<file path="config.mk">
export PLATFORM = sky130hd
export DESIGN_NAME = fifo_stream_reader
export DESIGN_NICKNAME = d
export VERILOG_FILES = /design/src/rtl/fifo_stream_reader_pkg.sv /design/src/rtl/fifo_skid_buf_2.sv /design/src/rtl/fifo_stream_reader.sv
export SDC_FILE = /design/constraint.sdc
export NUM_CORES = 1
export LEC_CHECK = 0
export BUFFER_PORTS_ARGS = -buffer_cell sky130_fd_sc_hd__buf_2
export CORE_AREA = 5 5 60 62
export CTS_CLUSTER_DIAMETER = 100
export DETAILED_ROUTE_END_ITERATION = 6
export DIE_AREA = 0 0 65 67
export GPL_TIMING_DRIVEN = 0
export MAX_ROUTING_LAYER = met4
export PLACE_DENSITY = 0.5
export SKIP_LAST_GASP = 1
export SLEW_MARGIN = 20
export SYNTH_ARGS = -nofsm -noshare
export SYNTH_HDL_FRONTEND = slang
export SYNTH_SLANG_ARGS = --single-unit
</file>
<file path="constraint.sdc">
create_clock -name i_clk -period 1.64 [get_ports i_clk]
set_input_delay 0.328 -clock i_clk [delete_from_list [all_inputs] [get_ports i_clk]]
set_output_delay 0.328 -clock i_clk [all_outputs]
set_load 0.1 [all_outputs]
</file>
<file path="src/rtl/fifo_stream_reader_pkg.sv">
// Shared constants and helpers for fifo_stream_reader and its 2-entry skid buffer.
package fifo_stream_reader_pkg;

  localparam int SKID_DEPTH = 2;

  typedef logic [1:0] skid_cnt_t;

  function automatic int clog2(input int value);
    int result;
    int v;
    result = 0;
    v      = value - 1;
    while (v > 0) begin
      result = result + 1;
      v      = v >> 1;
    end
    return result;
  endfunction

endpackage

</file>
<file path="src/rtl/fifo_skid_buf_2.sv">
// Two-entry in-order skid buffer: push at tail, pop from head, simultaneous push/pop keeps occupancy.
module fifo_skid_buf_2
  import fifo_stream_reader_pkg::*;
#(
  parameter int P_DATA_WIDTH = 4
) (
  input  logic                    i_clk,
  input  logic                    i_rst,
  input  logic                    i_push,
  input  logic [P_DATA_WIDTH-1:0] i_data,
  input  logic                    i_pop,
  output skid_cnt_t               o_cnt,
  output logic [P_DATA_WIDTH-1:0] o_head
);

  logic [P_DATA_WIDTH-1:0] entry_0;
  logic [P_DATA_WIDTH-1:0] entry_1;
  skid_cnt_t               cnt;

  always_ff @(posedge i_clk or posedge i_rst) begin
    if (i_rst) begin
      cnt     <= '0;
      entry_0 <= '0;
      entry_1 <= '0;
    end else begin
      unique case ({i_push, i_pop})
        2'b10: begin
          if (cnt == 2'd0) entry_0 <= i_data;
          else             entry_1 <= i_data;
          cnt <= cnt + 2'd1;
        end
        2'b01: begin
          entry_0 <= entry_1;
          cnt     <= cnt - 2'd1;
        end
        2'b11: begin
          // Head leaves; the arriving word lands behind whatever remains.
          if (cnt == 2'd1) begin
            entry_0 <= i_data;
          end else begin
            entry_0 <= entry_1;
            entry_1 <= i_data;
          end
        end
        default: ;
      endcase
    end
  end

  assign o_cnt  = cnt;
  assign o_head = entry_0;

  a_no_overflow: assert property (@(posedge i_clk) disable iff (i_rst)
    !(i_push && !i_pop && cnt == skid_cnt_t'(SKID_DEPTH)));

  a_no_underflow: assert property (@(posedge i_clk) disable iff (i_rst)
    !(i_pop && cnt == 2'd0));

  a_cnt_range: assert property (@(posedge i_clk) disable iff (i_rst)
    cnt <= skid_cnt_t'(SKID_DEPTH));

endmodule

</file>
<file path="src/rtl/fifo_stream_reader.sv">
// FIFO read-port to valid/ready stream adapter with burst o_last marking.
// Optional FIFO_STREAM_READER_BEAT_CNT_EN adds o_beat_total and o_burst_done.
module fifo_stream_reader
  import fifo_stream_reader_pkg::*;
#(
  parameter int P_DATA_WIDTH = 4,
  parameter int P_BURST_LEN  = 4
) (
  input  logic                    i_clk,
  input  logic                    i_rst,
  output logic                    o_fifo_rd_en,
  input  logic [P_DATA_WIDTH-1:0] i_fifo_rdata,
  input  logic                    i_fifo_rempty,
  output logic                    o_valid,
  input  logic                    i_ready,
  output logic [P_DATA_WIDTH-1:0] o_data,
  output logic                    o_last
`ifdef FIFO_STREAM_READER_BEAT_CNT_EN
  ,
  output logic [31:0]             o_beat_total,
  output logic                    o_burst_done
`endif
);

  localparam int BEAT_W = (clog2(P_BURST_LEN) < 1) ? 1 : clog2(P_BURST_LEN);
  localparam logic [BEAT_W-1:0] LAST_BEAT = BEAT_W'(P_BURST_LEN - 1);

  skid_cnt_t         cnt;
  skid_cnt_t         occ_next;
  logic              pend;
  logic              pop;
  logic              rd_en;
  logic [BEAT_W-1:0] beat_cnt;

  assign pop     = o_valid && i_ready;
  assign o_valid = (cnt != 2'd0);
  assign o_last  = o_valid && (beat_cnt == LAST_BEAT);

  // Occupancy after this cycle's capture and pop; a new read may only be
  // issued if its word is guaranteed a free slot when it arrives.
  always_comb begin
    occ_next = cnt + skid_cnt_t'(pend) - skid_cnt_t'(pop);
    rd_en    = !i_rst && !i_fifo_rempty && (occ_next < skid_cnt_t'(SKID_DEPTH));
  end

  assign o_fifo_rd_en = rd_en;

  always_ff @(posedge i_clk or posedge i_rst) begin
    if (i_rst) pend <= 1'b0;
    else       pend <= rd_en;
  end

  fifo_skid_buf_2 #(
    .P_DATA_WIDTH (P_DATA_WIDTH)
  ) u_skid (
    .i_clk  (i_clk),
    .i_rst  (i_rst),
    .i_push (pend),
    .i_data (i_fifo_rdata),
    .i_pop  (pop),
    .o_cnt  (cnt),
    .o_head (o_data)
  );

  always_ff @(posedge i_clk or posedge i_rst) begin
    if (i_rst) begin
      beat_cnt <= '0;
    end else if (pop) begin
      if (o_last) beat_cnt <= '0;
      else        beat_cnt <= beat_cnt + BEAT_W'(1);
    end
  end

`ifdef FIFO_STREAM_READER_BEAT_CNT_EN
  logic [31:0] beat_total;
  logic        burst_done;

  always_ff @(posedge i_clk or posedge i_rst) begin
    if (i_rst) begin
      beat_total <= '0;
      burst_done <= 1'b0;
    end else begin
      if (pop) beat_total <= beat_total + 32'd1;
      burst_done <= pop && o_last;
    end
  end

  assign o_beat_total = beat_total;
  assign o_burst_done = burst_done;
`endif

  a_rd_only_when_nonempty: assert property (@(posedge i_clk) disable iff (i_rst)
    o_fifo_rd_en |-> !i_fifo_rempty);

  a_hold_while_stalled: assert property (@(posedge i_clk) disable iff (i_rst)
    (o_valid && !i_ready) |=> (o_valid && $stable(o_data)));

  a_in_flight_bound: assert property (@(posedge i_clk) disable iff (i_rst)
    (cnt + skid_cnt_t'(pend)) <= skid_cnt_t'(SKID_DEPTH));

endmodule

</file>
Word level (Yosys, flattened, before mapping). Index checks and enable logic that the tools add are counted.

Logic and storage cells: 40. Flip-flop bits (word level): 13. Output and inout port bits: 7. Input port bits: 8.

Reduce and logical (&&, ||, !) cells: 13. Eq/ne operators: 8. $lt $le $gt $ge: 1. $add $sub $neg: 5. Multiplexer cells: 8.

Operators by type and width (count): 4-bit two-way mux (4); 4-bit case mux with 3 select lines (1); 4-bit case mux with 2 select lines (1); 2-bit equality test (second input constant) (3); 2-bit nonzero test (3); 2-bit by 1-bit adder with 2-bit output (second input constant) (2); 2-bit by 1-bit equality test with 1-bit output (second input constant) (2); 1-bit logical AND (4); 2-bit inequality test (second input constant) (2); 2-bit case mux with 2 select lines (1); 3-bit AND reduction (1); 3-bit nonzero test (1); 2-bit by 1-bit adder with 2-bit output (1); 1-bit logical NOT (2); 2-bit logical NOT (1); 2-bit < comparator (second input constant) (1); 2-bit two-way mux (1); 2-bit by 1-bit inequality test with 1-bit output (second input constant) (1); 2-bit AND reduction (1); 2-bit by 1-bit subtractor with 2-bit output (1); 2-bit by 1-bit subtractor with 2-bit output (second input constant) (1).

Depth between registers and ports, before layout. Gate-level depths: netlist (run 1).

Word-level depth: 5. Mapped depth: 6. Gate-level depth less buffers: 6.

Modules after synthesis. Synthesis (run 1) repeated with hierarchy kept, for this count alone.

Cells, all modules: 74. Area total of the unflattened synthesis: 773.2 um^2.

By module, submodules not included: fifo_skid_buf_2 (cells each 56, times used 1, area each 583.1 um^2, seq. area each 250.2 um^2); fifo_stream_reader (cells each 18, times used 1, area each 190.2 um^2, seq. area each 75.1 um^2).

Worst setup path after synthesis (run 1). No wires, ideal clock.

Kind: reg2out. From: register u_skid.cnt[0], in the netlist u_skid.o_cnt[0]. To: output o_fifo_rd_en. Arrival time: 2800 ps. Stages on the path, launching flop included: 7. Required time: 1312 ps. Slack: -1488 ps. Path buffers: 0. Cells stage by stage: dfrtp_1 -> inv_1 -> ha_1 -> and2b_1 -> o21ai_1 -> a21oi_1 -> mux2i_1.

Word-level cells in the longest chain between the ends: 5. Elaborated cells between the ends (all ways): 6. Classes of those cells: add/sub (2); order compare (1); reduce/logical (3).

RTL lines: from (decl) (RTL line fifo_skid_buf_2.sv:18) `skid_cnt_t cnt;`; from (signal assigned) (RTL line fifo_skid_buf_2.sv:30) `cnt <= cnt + 2'd1;`; from (signal assigned) (RTL line fifo_skid_buf_2.sv:34) `cnt <= cnt - 2'd1;`; parallel branches: the longest is 2 deep, another holds 2-bit by 1-bit adder with 2-bit output; 2-bit by 1-bit subtractor with 2-bit output * (RTL line fifo_stream_reader.sv:42) `occ_next = cnt + skid_cnt_t'(pend) - skid_cnt_t'(pop);`; 2-bit < comparator * (RTL line fifo_stream_reader.sv:43) `rd_en = !i_rst && !i_fifo_rempty && (occ_next < skid_cnt_t'(SKID_DEPTH));`; 1-bit logical AND * (RTL line fifo_stream_reader.sv:43); to (decl) (RTL line fifo_stream_reader.sv:11) `output logic o_fifo_rd_en,`.

Every way passes the cells marked *.

Final worst setup path (run 1).
From: register u_skid.cnt[1], in the netlist u_skid.o_cnt[1]. To: output o_fifo_rd_en.

Same word-level chain as after synthesis.

==> impl_results.md, run 1 <==
- Status: finished, violations left
- Failing checks: negative setup slack
- Core box area: 2980 sq um
- Crit Path Class: reg -> out
- Die height: 67 um
- Data required time of the worst path: 1.31 ns
- FF-to-FF End: u_skid.o_head[0]
- Placed instance count: 116
- Crit. End Element: output pin
- CTS tree: yes
- Mapped cell area: 713 sq um
- Initial antenna violation count: 0
- Final Setup Violations: 6
- Port bufs: 14
- Final ANT Viol Nets: 0
- Worst skew pair latency: 0.28 ns
- Worst Reg-to-Reg Cells: 7
- CTS clk-pin slew, worst paths: 0.08 ns
- DR top layer: met4
- Area growth from synthesis to layout: 41.4%
- Largest net degree at the start of global routing: 14
- Iter 0 DRT Violations: 5
- RSZ-0062 raised after global routing: yes
- Post-Syn Nets: 81
- Commonest non-fill, non-tap cell in the layout: dfrtp_1
- Filler cell count: 300
- Cell Rows: 20
- Via density: 4.48
- Number of distinct library cells after synthesis: 22
- Avg Cell Area, Syn: 10.3 sq um
- Register area share after synthesis: 45.6%
- Final non-filler cell total: 131
- Residual DRC: 0
- Clock root buffer: clkbuf_4
- Cell Chain, Critical Path: inv_2 -> ha_4 -> and2b_1 -> o21ai_2 -> a21oi_2 -> mux2i_4 -> buf_12
- Cts hold-fix bufs: 0
- DR WL/cell: 12.0 um
- Final worst slack: -0.551 ns
- Worst clock skew: 0.00385 ns
- Maxcap violations: 0
- CTS Buffer Depth: 2
- Routability cong.: 0.915
- Worst hold-check path type: in -> async
- Crit path largest cell delay: 0.36 ns
- Worst r2r src: u_skid.o_cnt[1]
- Vias: 587
- Post-synth top area share: 45.6%
- GRT overflow: 0
- Antenna diode instance count: 0
- Worst path slowest cell: dfrtp_1
- Final hold violation count: 0
- Vias in the first global route: 560
- Max transition margin: 65.0%
- Max Fclk: 456 MHz
- Fin nets: 111
- Fin crit share: 134%
- H-Tree Depth: 1
- Num Clock Sinks: 13
- Met3 wire length: 93 um
- Total Wirelength: 1.57 mm
- DR WL met2: 725 um
- Area contributors post-synth: dfrtp_1 46%, mux2_4 8.4%, ha_1 7.0%
- Yosys warns: 0
- Crit Path Max Fanout: 5
- CP arrival: 1.86 ns
- I/O pin count: 15
- Share of layout cells above drive strength 1: 43.9%
- First-pass detailed-route iteration total: 4
- Most frequent cells in the layout: 13 x dfrtp_1, 12 x nand2_1, 12 x buf_4
- First-pass GRT wire length: 2.55 mm
- Inserted Clock Buffers: 3
- Final Critical Period: 2.19 ns
- Post-DP HPWL: 1.08 mm
- Startpoint Class: flip-flop
- Die area: 4360 sq um
- Reg2reg setup slack: -0.01 ns
- Synth area leader: dfrtp_1
- Yosys reg bits: 13
- Slew Limit Fails: 0
- Mapped Cells: 69
- All-Layer GR Usage: 8.19%
- Width of the die: 65 um
- WL met1: 733 um
- Tightest Pin Transition: 0.524 ns
- Initial Util: 23.9%
[per-layer routing]
metal  vias to the layer above  global-route usage, %
met5                         -                      -
met4                         0                   3.96
met3                         2                   3.20
met2                        15                   12.4
met1                       275                   9.49
li1                        295                      -
[repair_timing]
item / in CTS / in global routing
pin swaps: 2 / 1
buffers inserted: 7 / 4
resized for setup: 12 / 0
gates cloned: 0 / 0
endpoints found under the setup margin: 5 / 7
[Yosys cell counts]
library cell and instances:
inv_1 4, a21o_1 1, dfrtp_1 13, o21ai_1 6, a32oi_1 1, inv_2 1, nor2_1 2, mux2i_1 5
mux2_4 4, nand4bb_1 1, and2b_1 1, a21oi_2 1, and3_1 1, nand2b_1 1, nor3_1 2, nor2b_1 3
nor4_1 1, ha_1 4, buf_6 1, xnor2_1 1, nand2_1 12, a21oi_1 3
[area by class of cell]
cell class                      count  area, sq um  share of cell area (%)
Multi-Input combinational cell     50          400                    39.7
Sequential cell                    13          325                    32.3
Timing Repair Buffer               25          185                    18.4
Tap cell                           33         41.3                    4.09
Clock buffer                        4         26.3                    2.61
Inverter                            5         18.8                    1.86
Buffer                              1         11.3                    1.12
[logic make-up (layout without fill, tap and decap cells)]
| logic type | Yosys count | in the layout | synth area share, % |
|---|---|---|---|
| buf+inv | 6 | 35 | 4.21 |
| fa+ha+maj | 4 | 4 | 7.02 |
| flops | 13 | 13 | 45.6 |
| mux | 9 | 9 | 15.4 |
| simple gates | 24 | 24 | 16.7 |
| compound gates | 12 | 12 | 9.82 |
| xor+xnor | 1 | 1 | 1.23 |
[flip-flops by register name, summed over array words and instances, names as in the netlist]
name and count:
u_skid.entry_1 4, u_skid.o_head 4, beat_cnt 2, u_skid.o_cnt 2, pend 1
[stage by stage]
| step | TNS [ns] | hold slack [ns] | utilization [%] | area [sq um] | setup slack (ns) |
|---|---|---|---|---|---|
| 2_1_floorplan | -2.24 | 0.205 | - | 744 | -0.502 |
| 6_report | -0.619 | 0.0803 | 33.9 | 1010 | -0.551 |
| 3_3_place_gp | -0.643 | 0.392 | 28.7 | 856 | -0.578 |
| 3_5_place_dp | -0.652 | 0.406 | 28.7 | 856 | -0.587 |
| 4_1_cts | -0.628 | 0.0939 | 32.9 | 978 | -0.573 |
| 5_1_grt | -1.53 | 0.113 | 33.9 | 1010 | -0.646 |
[critical path: cells and delay by family (launching register included)]
kind                     cells  cell delay (ns)
AO/OA/AOI/OAI                2             0.26
AND/OR/NAND/NOR              1             0.23
flip-flops                   1             0.36
adder cells (fa/ha/maj)      1             0.17
buffers and inverters        2             0.27
multiplexers                 1             0.29
[how the worst max path moves through the flow]
stage	startpoint	depth (start not counted)	end	slack (ns)
floorplan	u_skid.o_cnt[0]	6	o_fifo_rd_en	-0.50
global placement	u_skid.o_cnt[1]	7	o_fifo_rd_en	-0.58
detailed placement	u_skid.o_cnt[1]	7	o_fifo_rd_en	-0.59
CTS	u_skid.o_cnt[0]	7	o_fifo_rd_en	-0.57
global route	u_skid.o_cnt[0]	7	o_fifo_rd_en	-0.65
finish	u_skid.o_cnt[1]	7	o_fifo_rd_en	-0.55
Power of run 1 is not shown: default switching activity piles up to over one toggle a cycle in this logic, so the estimate is an artifact.
==> run 2, diff against run 1 <==
--- a/config.mk
+++ b/config.mk
@@ -5,14 +5,14 @@
 export SDC_FILE = /design/constraint.sdc
 export NUM_CORES = 1
 export LEC_CHECK = 0
-export BUFFER_PORTS_ARGS = -buffer_cell sky130_fd_sc_hd__buf_2
 export CORE_AREA = 5 5 60 62
 export CTS_CLUSTER_DIAMETER = 100
 export DETAILED_ROUTE_END_ITERATION = 6
 export DIE_AREA = 0 0 65 67
+export DONT_BUFFER_PORTS = 1
 export GPL_TIMING_DRIVEN = 0
 export MAX_ROUTING_LAYER = met4
-export PLACE_DENSITY = 0.5
+export PLACE_DENSITY = 0.45
 export SKIP_LAST_GASP = 1
 export SLEW_MARGIN = 20
 export SYNTH_ARGS = -nofsm -noshare
==> run 2 against run 1 <==
Against the previous run:
- the flow still finishes with violations (negative setup slack)
- routed wire length down 6.7%
- final cell count down 15%
- utilization down 4.4 points
- sequential share of layout area up 4.8 points
- clock-buffer cell count unchanged
- design area down 13%
- critical endpoint unchanged
==> impl_results.md, run 2 (synthesized netlist as in run 1, its figures left out) <==
- Met1 usage: 8.12% (-1.4 points)
- Clock root buffer: clkbuf_4
- Commonest non-fill, non-tap cell in the layout: dfrtp_1
- Hold Crit Endpoint: u_skid.entry_1[1]
- Antenna diode instance count: 0 (unchanged)
- Cell Rows: 20 (unchanged)
- Largest net degree at the start of global routing: 14 (unchanged)
- Core box area: 2980 sq um (unchanged)
- Initial Util: 23.9% (unchanged)
- Startpoint Class: flip-flop
- Fin crit share: 151% (+18 points)
- Num Clock Sinks: 13 (unchanged)
- Iter 0 DRT Violations: 9 (+4)
- Max Fclk: 403 MHz (-12%)
- DR WL/cell: 13.1 um (+9.1%)
- Die area: 4360 sq um (unchanged)
- Crit Path Class: reg -> out
- CP startpoint: u_skid.o_cnt[0]
- Worst r2r src: u_skid.o_cnt[0]
- Area growth from synthesis to layout: 23.0%
- Reg2reg setup slack: -0.42 ns (-0.41 ns)
- Data required time of the worst path: 1.31 ns (about the same)
- First-pass detailed-route iteration total: 3 (-1)
- Failing checks: negative setup slack
- Final Setup Violations: 8 (+2)
- CTS Buffer Depth: 2 (unchanged)
- Post-DP HPWL: 1.06 mm (-2.0%)
- Residual DRC: 0 (unchanged)
- Hold path depth: 1
- Vias: 502 (-14%)
- Status: finished, violations left
- FF-to-FF End: pend
- Initial antenna violation count: 0 (unchanged)
- RSZ-0062 raised after global routing: yes
- Placed instance count: 102 (-12%)
- CTS clk-pin slew, worst paths: 0.09 ns (about the same)
- Gr busiest metal: met2
- Final Critical Period: 2.48 ns (+0.292 ns)
- Total Wirelength: 1.47 mm (-6.7%)
- Post-Route Setup TNS: -1.99 ns (-1.37 ns)
- First-pass GRT wire length: 2.53 mm (-0.82%)
- Inserted Clock Buffers: 3 (unchanged)
- Worst hold slack: 0.194 ns (+0.113 ns)
- Setup Slack @ Placement: -0.623 ns (-0.0364 ns)
- Port bufs: 0 (-14)
- Die height: 67 um (unchanged)
- Filler cell count: 311 (+3.7%)
- Maxcap violations: 0 (unchanged)
- Hold_sp: i_fifo_rdata[1]
- Worst clock skew: 0.00847 ns (+0.00462 ns)
- Worst skew pair latency: 0.28 ns (about the same)
- GRT overflow: 0 (unchanged)
- Final worst slack: -0.843 ns (-0.292 ns)
- Most frequent cells in the layout: 13 x dfrtp_1, 12 x nand2_1, 5 x o21ai_1, 5 x buf_4
- Met2 Use GR: 13.0% (+0.64 points)
- Tightest Pin Transition: 0.912 ns (+0.388 ns)
- Slew Limit Fails: 0 (unchanged)
- Crit Path Max Fanout: 6 (+1)
- H-Tree Depth: 1 (unchanged)
- Worst hold-check path type: in -> reg
- Worst Reg-to-Reg Cells: 6 (-1)
- Final hold violation count: 0 (unchanged)
- Final ANT Viol Nets: 0 (unchanged)
- Width of the die: 65 um (unchanged)
- All-Layer GR Usage: 8.03% (-0.16 points)
- Fin nets: 92 (-17%)
- Final non-filler cell total: 112 (-15%)
- Via density: 4.48 (about the same)
- Vias in the first global route: 547 (-2.3%)
- Global Route met3 Usage: 5.56% (+2.4 points)
- Routability cong.: 0.812 (-11%)
- Share of layout cells above drive strength 1: 31.6% (-12 points)
- Max transition margin: 39.2% (-26 points)
- CP arrival: 2.15 ns (+0.29 ns)
- I/O pin count: 15 (unchanged)
- Crit. End Element: output pin
- CTS tree: yes
[run 2: changes by cell type in the layout (fill, tap and decap cells not counted), sizes merged]
cell,delta
dlygate4sd3,+1
buf,-20
[run 2: final cells by class]
class	instances	area (sq um)	share of cell area (%)
Buffer	1	11.3	1.28
Clock buffer	4	26.3	3.00
Inverter	5	21.3	2.43
Multi-Input combinational cell	50	404	46.1
Sequential cell	13	325	37.1
Tap cell	33	41.3	4.71
Timing Repair Buffer	6	47.5	5.42
[run 2: how the worst max path moves through the flow]
| stage | endpoint | slack, ns | cells past startpoint |
|---|---|---|---|
| after detailed placement | o_fifo_rd_en | -0.62 | 6 |
| after global routing | o_fifo_rd_en | -0.96 | 6 |
| after global placement | o_fifo_rd_en | -0.64 | 6 |
| after floorplan | o_fifo_rd_en | -0.50 | 6 |
| after CTS | o_fifo_rd_en | -0.86 | 6 |
| final | o_fifo_rd_en | -0.84 | 6 |
[run 2: worst max-delay path: stages (launching register included)]
cell	delay [ns]
dfrtp_1	0.41
inv_2	0.08
ha_2	0.26
nand4bb_1	0.13
o21ai_2	0.07
a21oi_2	0.19
mux2i_4	0.73
[run 2: what timing repair did]
item                                   4_1_cts  5_1_grt
endpoints found under the hold margin       13        0
setup endpoints to repair                   11       13
pin swaps                                    2        1
cloned                                       0        0
setup buffers                                4        1
resized for setup                            4        3
hold buffers                                 1        0
[run 2: routing by layer]
layer	part of all wire, %	vias to the layer above
met5	0	-
met4	0	0
met3	8.9	0
met2	48	14
met1	43	232
li1	-	256
[run 2: stage by stage]
step,util [%],cell area [sq um]
floorplan,-,744
global placement,26.4,786
detailed placement,26.4,786
CTS,29.0,865
global route,29.5,877
finish,29.5,877
Power of run 2 is left out for the same reason.
==> run 3, diff against run 2 <==
--- a/config.mk
+++ b/config.mk
@@ -12,7 +12,7 @@
 export DONT_BUFFER_PORTS = 1
 export GPL_TIMING_DRIVEN = 0
 export MAX_ROUTING_LAYER = met4
-export PLACE_DENSITY = 0.45
+export PLACE_DENSITY = 0.4
 export SKIP_LAST_GASP = 1
 export SLEW_MARGIN = 20
 export SYNTH_ARGS = -nofsm -noshare
==> run 3 against run 2 <==
Against the previous run:
- the flow still finishes with violations (negative setup slack)
- clock-buffer cell count did not move
- routed wire length rose by 8.0%
- via count rose by 5.4%
- largest cell class unchanged
==> impl_results.md, run 3 (synthesized netlist as in run 1, its figures left out) <==
- Clock root buffer: clkbuf_4
- Tightest Pin Transition: 0.907 ns (-0.00451 ns)
- Status: finished, violations left
- GRT overflow: 0 (unchanged)
- Worst path slowest cell: mux2i_4
- Num Clock Sinks: 13 (unchanged)
- Worst clock skew: 0.00549 ns (-0.00297 ns)
- Share of layout cells above drive strength 1: 33.3% (+1.7 points)
- Data required time of the worst path: 1.31 ns (about the same)
- Die area: 4360 sq um (unchanged)
- Vias in the first global route: 554 (+1.3%)
- CP arrival: 2.13 ns (-0.02 ns)
- Crit Path Class: reg -> out
- I/O pin count: 15 (unchanged)
- Worst skew pair latency: 0.28 ns (about the same)
- Max transition margin: 39.5% (+0.30 points)
- Crit. End Element: output pin
- Via density: 4.64 (+3.5%)
- Cell Rows: 20 (unchanged)
- Fin nets: 94 (+2.2%)
- DR WL/cell: 13.9 um (+6.1%)
- CTS tree: yes
- Max Fclk: 406 MHz (+0.92%)
- Startpoint Class: flip-flop
- H-Tree Depth: 1 (unchanged)
- Slew Limit Fails: 0 (unchanged)
- Inserted Clock Buffers: 3 (unchanged)
- Width of the die: 65 um (unchanged)
- Commonest non-fill, non-tap cell in the layout: dfrtp_1
- Failing checks: negative setup slack
- Final ANT Viol Nets: 0 (unchanged)
- Maxcap violations: 0 (unchanged)
- Total Wirelength: 1.58 mm (+8.0%)
- Iter 0 DRT Violations: 5 (-4)
- Crit path largest cell delay: 0.74 ns (about the same)
- Initial Util: 23.9% (unchanged)
- Post-DP HPWL: 1.11 mm (+5.0%)
- Routability cong.: 0.738 (-9.1%)
- First-pass detailed-route iteration total: 2 (-1)
- Final worst slack: -0.820 ns (+0.0225 ns)
- Vias: 529 (+5.4%)
- All-Layer GR Usage: 8.12% (+0.088 points)
- Initial antenna violation count: 0 (unchanged)
- Final Critical Period: 2.46 ns (-0.0225 ns)
- Die height: 67 um (unchanged)
- Port bufs: 0 (unchanged)
- Cell Chain, Critical Path: inv_2 -> ha_4 -> and2b_2 -> o21ai_2 -> a21oi_2 -> mux2i_4
- Worst hold-check path type: in -> reg
- Residual DRC: 0 (unchanged)
- Final Setup Violations: 12 (+4)
- Core box area: 2980 sq um (unchanged)
- Largest net degree at the start of global routing: 14 (unchanged)
- RSZ-0062 raised after global routing: yes
- First-pass GRT wire length: 2.57 mm (+1.9%)
- Post-Route Setup TNS: -2.71 ns (-0.721 ns)
- Final hold violation count: 0 (unchanged)
- Crit Path Max Fanout: 5 (-1)
- Area growth from synthesis to layout: 24.7%
- Antenna diode instance count: 0 (unchanged)
- CTS Buffer Depth: 2 (unchanged)
- Setup Slack @ Placement: -0.625 ns (-0.00153 ns)
- CTS clk-pin slew, worst paths: 0.08 ns (about the same)
- Filler cell count: 325 (+4.5%)
- Most frequent cells in the layout: 13 x dfrtp_1, 12 x nand2_1, 7 x buf_4
- Fin crit share: 150% (-1.4 points)
==> run 3: changes by cell type in the layout (fill, tap and decap cells not counted), sizes merged <==
cell,delta
buf,+2
==> run 3: cell type report <==
class	instances	area (sq um)	area share, %
Tap cell	33	41.3	4.64
Buffer	1	11.3	1.27
Sequential cell	13	325	36.6
Multi-Input combinational cell	50	404	45.4
Timing Repair Buffer	8	62.6	7.03
Clock buffer	4	26.3	2.95
Inverter	5	18.8	2.11
==> run 3: stage by stage <==
stage               hold WS, ns  util, %  cell area [sq um]  instances
floorplan                 0.205        -                744         69
global placement          0.295     26.4                786        102
detailed placement        0.294     26.4                786        102
CTS                       0.185     29.5                880        113
global route              0.179     29.9                890        114
finish                    0.196     29.9                890        114
==> run 3: routing by layer <==
metal | wire length, um | track usage [%] | share of wire (%) | up-vias
li1 | - | - | - | 262
met1 | 658 | 8.06 | 42 | 254
met2 | 788 | 14.0 | 50 | 11
met3 | 121 | 4.55 | 7.6 | 2
met4 | 15 | 1.58 | 0.95 | 0
met5 | 0 | - | 0 | -
==> run 3: path summary, 6_finish.rpt <==
check,startpoint,endpoint,slack (ns),cells past startpoint
hold reg to reg,beat_cnt[1],beat_cnt[1],0.51,2
setup / recovery,u_skid.o_cnt[0],o_fifo_rd_en,-0.82,6
min in group asynchronous,i_rst,u_skid.o_cnt[1],0.53,2
setup reg to reg,u_skid.o_cnt[0],pend,-0.40,6
hold / removal,i_fifo_rdata[3],u_skid.entry_1[3],0.20,1
max in group asynchronous,i_rst,u_skid.entry_1[3],0.76,2
==> run 3: worst max-delay path: cells and delay by family (launching register included) <==
family	cells	cell delay, ns
AND/OR/NAND/NOR	1	0.23
multiplexers	1	0.74
buffers and inverters	1	0.07
adder cells (fa/ha/maj)	1	0.18
flip-flops	1	0.38
AO/OA/AOI/OAI	2	0.25
==> run 3: repair_timing <==
action                                  CTS  global route
hold buffers                              1             0
pin swaps                                 2             1
hold endpoints to repair                 13             0
buffers inserted                          6             1
gates resized for setup                   4             1
endpoints found under the setup margin   11            13
Power of run 3 is left out for the same reason.
